**config.mk**
```make
export PLATFORM = sky130hd
export DESIGN_NAME = shift_normalizer_flat
export DESIGN_NICKNAME = d
export VERILOG_FILES = /design/src/rtl/norm_pkg.sv /design/src/rtl/shift_normalizer_if.sv /design/src/rtl/norm_stage.sv /design/src/rtl/shift_normalizer.sv /design/src/flat_wrapper.sv
export SDC_FILE = /design/constraint.sdc
export NUM_CORES = 1
export LEC_CHECK = 0
export CAP_MARGIN = 20
export CORE_MARGIN = 2
export CORE_UTILIZATION = 57
export CTS_CLUSTER_SIZE = 30
export DETAILED_ROUTE_END_ITERATION = 16
export PLACE_DENSITY = 0.83
export SYNTH_ARGS = -nofsm -noshare
export SYNTH_HDL_FRONTEND = slang
export SYNTH_SLANG_ARGS = --single-unit
```
**constraint.sdc**
```tcl
create_clock -name clk -period 4.65 [get_ports clk]
set_input_delay 0.93 -clock clk [delete_from_list [all_inputs] [get_ports clk]]
set_output_delay 0.93 -clock clk [all_outputs]
set_load 0.005 [all_outputs]
```
**src/rtl/norm_pkg.sv**
```systemverilog
// Shared types for the shift normalizer: FSM state encoding and shift-direction constants.
// Direction encoding matches the barrel shifter so the two blocks can share a dir wire.
package norm_pkg;

  typedef enum logic [1:0] {
    IDLE,
    SHIFT,
    DONE
  } norm_state_t;

  localparam logic DIR_LEFT  = 1'b1;
  localparam logic DIR_RIGHT = 1'b0;

endpackage

```
**src/rtl/shift_normalizer_if.sv**
```systemverilog
// Producer/consumer handshake bundle for shift_normalizer.
// NORM_DIR_EN adds the in_dir lane carried alongside in_data.
interface shift_normalizer_if #(
    parameter int DEPTH = 8
);
    localparam int LOG2 = $clog2(DEPTH);

    logic              in_valid;
    logic              in_ready;
    logic [DEPTH-1:0]  in_data;
    logic              out_valid;
    logic              out_ready;
    logic [DEPTH-1:0]  out_data;
    logic [LOG2-1:0]   out_shamt;
    logic              out_zero;

`ifdef NORM_DIR_EN
    logic              in_dir;

    modport master (
        output in_valid, in_data, in_dir, out_ready,
        input  in_ready, out_valid, out_data, out_shamt, out_zero
    );

    modport slave (
        input  in_valid, in_data, in_dir, out_ready,
        output in_ready, out_valid, out_data, out_shamt, out_zero
    );
`else
    modport master (
        output in_valid, in_data, out_ready,
        input  in_ready, out_valid, out_data, out_shamt, out_zero
    );

    modport slave (
        input  in_valid, in_data, out_ready,
        output in_ready, out_valid, out_data, out_shamt, out_zero
    );
`endif

endinterface

```
**src/rtl/norm_stage.sv**
```systemverilog
// One binary-search normalization stage: tests the top (left) or bottom (right) 2^k bits
// and shifts the word by 2^k with zero fill when they are all zero.
module norm_stage
    import norm_pkg::*;
#(
    parameter int DEPTH = 8
) (
    input  logic [DEPTH-1:0]         word,
    input  logic [$clog2(DEPTH)-1:0] k,
    input  logic                     dir,
    output logic [DEPTH-1:0]         shifted,
    output logic                     take
);

    localparam int LOG2 = $clog2(DEPTH);

    logic [LOG2:0]      amt;
    logic [DEPTH-1:0]   top_mask;
    logic [DEPTH-1:0]   bot_mask;

    assign amt      = {{LOG2{1'b0}}, 1'b1} << k;
    assign top_mask = ~({DEPTH{1'b1}} >> amt);
    assign bot_mask = ~({DEPTH{1'b1}} << amt);

    always_comb begin
        // NOTE: defaults first so every path assigns both outputs and no latch is inferred.
        shifted = word;
        take    = 1'b0;
        if (dir == DIR_LEFT) begin
            take = (word & top_mask) == '0;
            if (take) shifted = word << amt;
        end else begin
            take = (word & bot_mask) == '0;
            if (take) shifted = word >> amt;
        end
    end

endmodule

```
**src/rtl/shift_normalizer.sv**
```systemverilog
// Sequential normalizer: shifts the first set bit to the MSB over $clog2(DEPTH) cycles and reports the amount.
// Define NORM_DIR_EN to add in_dir and right (trailing-zero) normalization.
module shift_normalizer
    import norm_pkg::*;
#(
    parameter int DEPTH = 8
) (
    input  logic              clk,
    input  logic              rst_n,
    shift_normalizer_if.slave bus
);

    localparam int LOG2 = $clog2(DEPTH);
    localparam logic [LOG2-1:0] LAST_STAGE = LOG2'(LOG2 - 1);

    if (DEPTH < 2 || (DEPTH & (DEPTH - 1)) != 0) begin : g_depth_check
        $error("shift_normalizer: DEPTH must be a power of two and >= 2");
    end

    norm_state_t       state;
    logic [DEPTH-1:0]  work;
    logic [LOG2-1:0]   shamt;
    logic [LOG2-1:0]   k;
    logic              stage_dir;
    logic [DEPTH-1:0]  stage_word;
    logic              stage_take;

    logic              in_ready_q;
    logic              out_valid_q;
    logic [DEPTH-1:0]  out_data_q;
    logic [LOG2-1:0]   out_shamt_q;
    logic              out_zero_q;

`ifdef NORM_DIR_EN
    logic dir_q;
    assign stage_dir = dir_q;
`else
    assign stage_dir = DIR_LEFT;
`endif

    // The single stage is time-multiplexed: k walks from the widest shift down to 1 bit.
    norm_stage #(
        .DEPTH (DEPTH)
    ) u_stage (
        .word    (work),
        .k       (k),
        .dir     (stage_dir),
        .shifted (stage_word),
        .take    (stage_take)
    );

    always_ff @(posedge clk or negedge rst_n) begin
        if (!rst_n) begin
            state       <= IDLE;
            work        <= '0;
            shamt       <= '0;
            k           <= '0;
`ifdef NORM_DIR_EN
            dir_q       <= DIR_LEFT;
`endif
            in_ready_q  <= 1'b1;
            out_valid_q <= 1'b0;
            out_data_q  <= '0;
            out_shamt_q <= '0;
            out_zero_q  <= 1'b0;
        end else begin
            // NOTE: non-blocking throughout so every register samples pre-edge values.
            unique case (state)
                IDLE: begin
                    if (bus.in_valid && in_ready_q) begin
                        work       <= bus.in_data;
                        shamt      <= '0;
                        k          <= LAST_STAGE;
`ifdef NORM_DIR_EN
                        dir_q      <= bus.in_dir;
`endif
                        in_ready_q <= 1'b0;
                        state      <= SHIFT;
                    end
                end
                SHIFT: begin
                    work <= stage_word;
                    if (stage_take) shamt[k] <= 1'b1;
                    if (k == '0) state <= DONE;
                    else         k     <= k - 1'b1;
                end
                DONE: begin
                    if (!out_valid_q) begin
                        // First DONE cycle publishes the result; it is held until the consumer takes it.
                        out_valid_q <= 1'b1;
                        out_data_q  <= work;
                        out_shamt_q <= shamt;
                        out_zero_q  <= (work == '0);
                    end else if (bus.out_ready) begin
                        out_valid_q <= 1'b0;
                        in_ready_q  <= 1'b1;
                        state       <= IDLE;
                    end
                end
                default: state <= IDLE;
            endcase
        end
    end

    assign bus.in_ready  = in_ready_q;
    assign bus.out_valid = out_valid_q;
    assign bus.out_data  = out_data_q;
    assign bus.out_shamt = out_shamt_q;
    assign bus.out_zero  = out_zero_q;

endmodule

```
**src/flat_wrapper.sv**
```systemverilog
// flat-port wrapper written by rule: the top's interface ports become plain ports
module shift_normalizer_flat import norm_pkg::*;
#(
    parameter int DEPTH = 8
)
  (clk, rst_n, bus_in_valid, bus_in_data, bus_out_ready, bus_in_ready, bus_out_valid, bus_out_data, bus_out_shamt, bus_out_zero);
  shift_normalizer_if #(.DEPTH(DEPTH)) bus_i ();
  input  logic clk;
  input  logic rst_n;
  input wire logic [$bits(bus_i.in_valid)-1:0] bus_in_valid;
  input wire logic [$bits(bus_i.in_data)-1:0] bus_in_data;
  input wire logic [$bits(bus_i.out_ready)-1:0] bus_out_ready;
  output wire logic [$bits(bus_i.in_ready)-1:0] bus_in_ready;
  output wire logic [$bits(bus_i.out_valid)-1:0] bus_out_valid;
  output wire logic [$bits(bus_i.out_data)-1:0] bus_out_data;
  output wire logic [$bits(bus_i.out_shamt)-1:0] bus_out_shamt;
  output wire logic [$bits(bus_i.out_zero)-1:0] bus_out_zero;
  assign bus_i.in_valid = bus_in_valid;
  assign bus_i.in_data = bus_in_data;
  assign bus_i.out_ready = bus_out_ready;
  assign bus_in_ready = bus_i.in_ready;
  assign bus_out_valid = bus_i.out_valid;
  assign bus_out_data = bus_i.out_data;
  assign bus_out_shamt = bus_i.out_shamt;
  assign bus_out_zero = bus_i.out_zero;
  shift_normalizer #(.DEPTH(DEPTH)) u_core (.clk(clk), .rst_n(rst_n), .bus(bus_i));
endmodule
```
==> impl_metrics.env <==
export IMPL_status="finished, final reports clean"
export IMPL_grt_max_degree=31
export IMPL_slew_headroom_pct=33.6
export IMPL_ir_drop_uv=159
export IMPL_critPathMaxFanout=16
export IMPL_p_int_mw=0.343
export IMPL_synthArstFlopShare_pct=100
export IMPL_pre_cts_ws_ns=2.07
export IMPL_cts_root_buf="clkbuf_4"
export IMPL_endpoint_kind="flop"
export IMPL_clk_latency_ns=0.34
export IMPL_drc=0
export IMPL_antenna_cells=0
export IMPL_vias_per_cell=6.32
export IMPL_antenna_found_initial=0
export IMPL_setup_slack_ns=2.05
export IMPL_grt_total_usage_pct=27.2
export IMPL_whs_ns=0.495
export IMPL_gp_congestion=0.911
export IMPL_slew_viol_final=0
export IMPL_total_switching_power_mw=0.0995
export IMPL_vias=1505
export IMPL_setup_viol=0
export IMPL_hpwlAfterDp_um=2910
export IMPL_syn_area_mm2=0.00176
export IMPL_clock_power_share_pct=37.2
export IMPL_total_leakage_power_nw=0.867
export IMPL_ios=26
export IMPL_clk_pin_slew_ns=0.09
export IMPL_synth_seq_cells=30
export IMPL_cts_hold_buf=0
export IMPL_swShare_pct=22.5
export IMPL_drt_iter0_markers=86
export IMPL_max_freq_mhz=384
export IMPL_worst_pin_slew_ns=0.992
export IMPL_cts_num_sinks=30
export IMPL_rsz0062_at_grt="false"
export IMPL_synth_edf_count=0
export IMPL_arrival_ns=2.82
export IMPL_hold_viol=0
export IMPL_combPwrFrac_pct=4.0
export IMPL_yosysWarnings=0
export IMPL_max_cap_violations=0
export IMPL_pwr_share_seq_pct=58.9
export IMPL_post_cts_buffers=0
export IMPL_cts_resized=0
export IMPL_synth_top_flop_cell="dfrtp_1"
export IMPL_htreeDepth=2
export IMPL_numCtsBuffers=5
export IMPL_start_util_pct=58.5
export IMPL_routedWlPerCell_um=17.3
export IMPL_synthCells=181
export IMPL_ys_seq_area_share_pct=42.8
export IMPL_drtPass1Iterations=4
export IMPL_overflow=0
export IMPL_synth_top_cells_by_count="dfrtp_1, nor2_1, nand2_1"
export IMPL_drive_gt1_share_pct=15.6
export IMPL_synthDistinctLibCells=46
export IMPL_area_delta_synth_final_pct=17.2
export IMPL_synth_top_area_share_pct=41.3
export IMPL_cts_buffer_depth=2
export IMPL_drt_wl_total_um=4120
export IMPL_grt_pass1_vias=1445
export IMPL_syn_nets=198
export IMPL_die_x_um=59.5
export IMPL_cts_tree="yes"
export IMPL_synth_most_common_cell="dfrtp_1"
export IMPL_tns_ns=0
export IMPL_post_route_min_period_ns=2.60
export IMPL_antenna_left=0
export IMPL_fp_dieArea_mm2=0.00354
export IMPL_skew_ns=0.0176
export IMPL_synth_area_leaders="dfrtp_1, mux2_2, nor2_1"
export IMPL_yosysTopAreaCell="dfrtp_1"
export IMPL_finalCritPeriodShare_pct=56.0
export IMPL_worstSetupPathType="flop to flop"
export IMPL_critPathLaunchType="flop"
export IMPL_power_density_mw_per_mm2=215
export IMPL_fp_row_count=20
export IMPL_required_ns=4.87
export IMPL_grt_pass1_wl_um=7000
export IMPL_coreArea_mm2=0.00300
export IMPL_numPortBuffers=25
export IMPL_hold_class="flop to flop"
export IMPL_fillers=253
export IMPL_nNetsFinal=221
export IMPL_die_y_um=59.5
export IMPL_syn_area_per_cell_um2=9.71
==> power by group through the flow <==
| stage | registers [mW] | clock network (mW) | logic [mW] |
|---|---|---|---|
| after floorplan | 0.266 | 0 | 0.00172 |
| after global placement | 0.266 | 0 | 0.0174 |
| after detailed placement | 0.266 | 0 | 0.0177 |
| after CTS | 0.261 | 0.172 | 0.0178 |
| after global routing | 0.261 | 0.178 | 0.0196 |
| final | 0.261 | 0.165 | 0.0175 |
==> state kept, by name (all words and copies together), names as in the netlist <==
signal	count
u_core.bus.in_ready	1
u_core.bus.out_zero	1
u_core.work	8
u_core.state	2
u_core.shamt	3
u_core.bus.out_valid	1
u_core.bus.out_shamt	3
u_core.bus.out_data	8
u_core.k	3
==> layout make-up <==
| cell class | instances | area [µm²] | share of cell area (%) |
|---|---|---|---|
| Multi-Input combinational cell | 133 | 915 | 44.4 |
| Timing Repair Buffer | 27 | 265 | 12.9 |
| Sequential cell | 30 | 752 | 36.5 |
| Inverter | 7 | 26.3 | 1.28 |
| Clock inverter | 1 | 5.00 | 0.243 |
| Tap cell | 33 | 41.3 | 2.00 |
| Clock buffer | 7 | 55.1 | 2.67 |
==> routing by layer <==
| metal | vias up | share of wire [%] | track usage (%) |
|---|---|---|---|
| met5 | - | 0 | 0 |
| met4 | 0 | 2.6 | 14.6 |
| met3 | 14 | 6.5 | 6.11 |
| met2 | 71 | 46 | 39.7 |
| met1 | 718 | 44 | 37.5 |
| li1 | 702 | - | - |
==> logic make-up (layout without fill, tap and decap cells) <==
group,count (synthesis),in the layout,share of synthesized area (%)
multiplexers,17,17,10.7
buffers and inverters,18,42,5.13
AO/OA/AOI/OAI,49,49,19.4
AND/OR/NAND/NOR,62,62,18.4
flip-flops,30,30,42.8
adder cells (fa/ha/maj),5,5,3.56
==> path summary, 6_finish.rpt <==
| kind | startpoint | to | slack, ns | depth (start not counted) |
|---|---|---|---|---|
| worst max-delay path | u_core.k[0] | u_core.work[4] | 2.05 | 7 |
| min in group asynchronous | rst_n | u_core.bus.out_zero | 0.97 | 2 |
| max in group asynchronous | rst_n | u_core.bus.in_ready | 3.37 | 2 |
| worst min register to register | u_core.shamt[2] | u_core.shamt[2] | 0.49 | 2 |
| worst max register to register | u_core.k[0] | u_core.work[4] | 2.05 | 7 |
| worst min-delay path | u_core.shamt[2] | u_core.shamt[2] | 0.49 | 2 |
==> critical path, cell delays in order, from the launching register on <==
cell and delay (ns):
dfrtp_1 0.39, inv_1 0.11, ha_1 0.40, a211oi_1 0.31
nor3_1 0.13, a211oi_2 0.71, o21ai_0 0.27, o221a_2 0.19
==> cell usage in the layout, fill, tap and decap left out, types with 4 or more instances in the layout <==
cell,Yosys,layout
a21oi_1,9,9
inv_1,7,7
o21ai_0,12,12
mux2_2,12,12
clkdlybuf4s50_1,0,25
clkbuf_4,0,5
nor2_1,19,19
nor3_1,4,4
nor2b_1,5,5
dfrtp_1,29,29
ha_1,5,5
nand2_1,14,14
nand2b_1,4,4
==> through the flow <==
step	cell area (µm²)	utilization, %	instances	power [mW]
after floorplan	1760	-	181	0.268
after global placement	2000	66.6	230	0.283
after detailed placement	2000	66.6	230	0.284
after CTS	2060	68.6	238	0.451
after global routing	2060	68.6	238	0.459
final	2060	68.6	238	0.443
(Power assumes the default switching activity.)
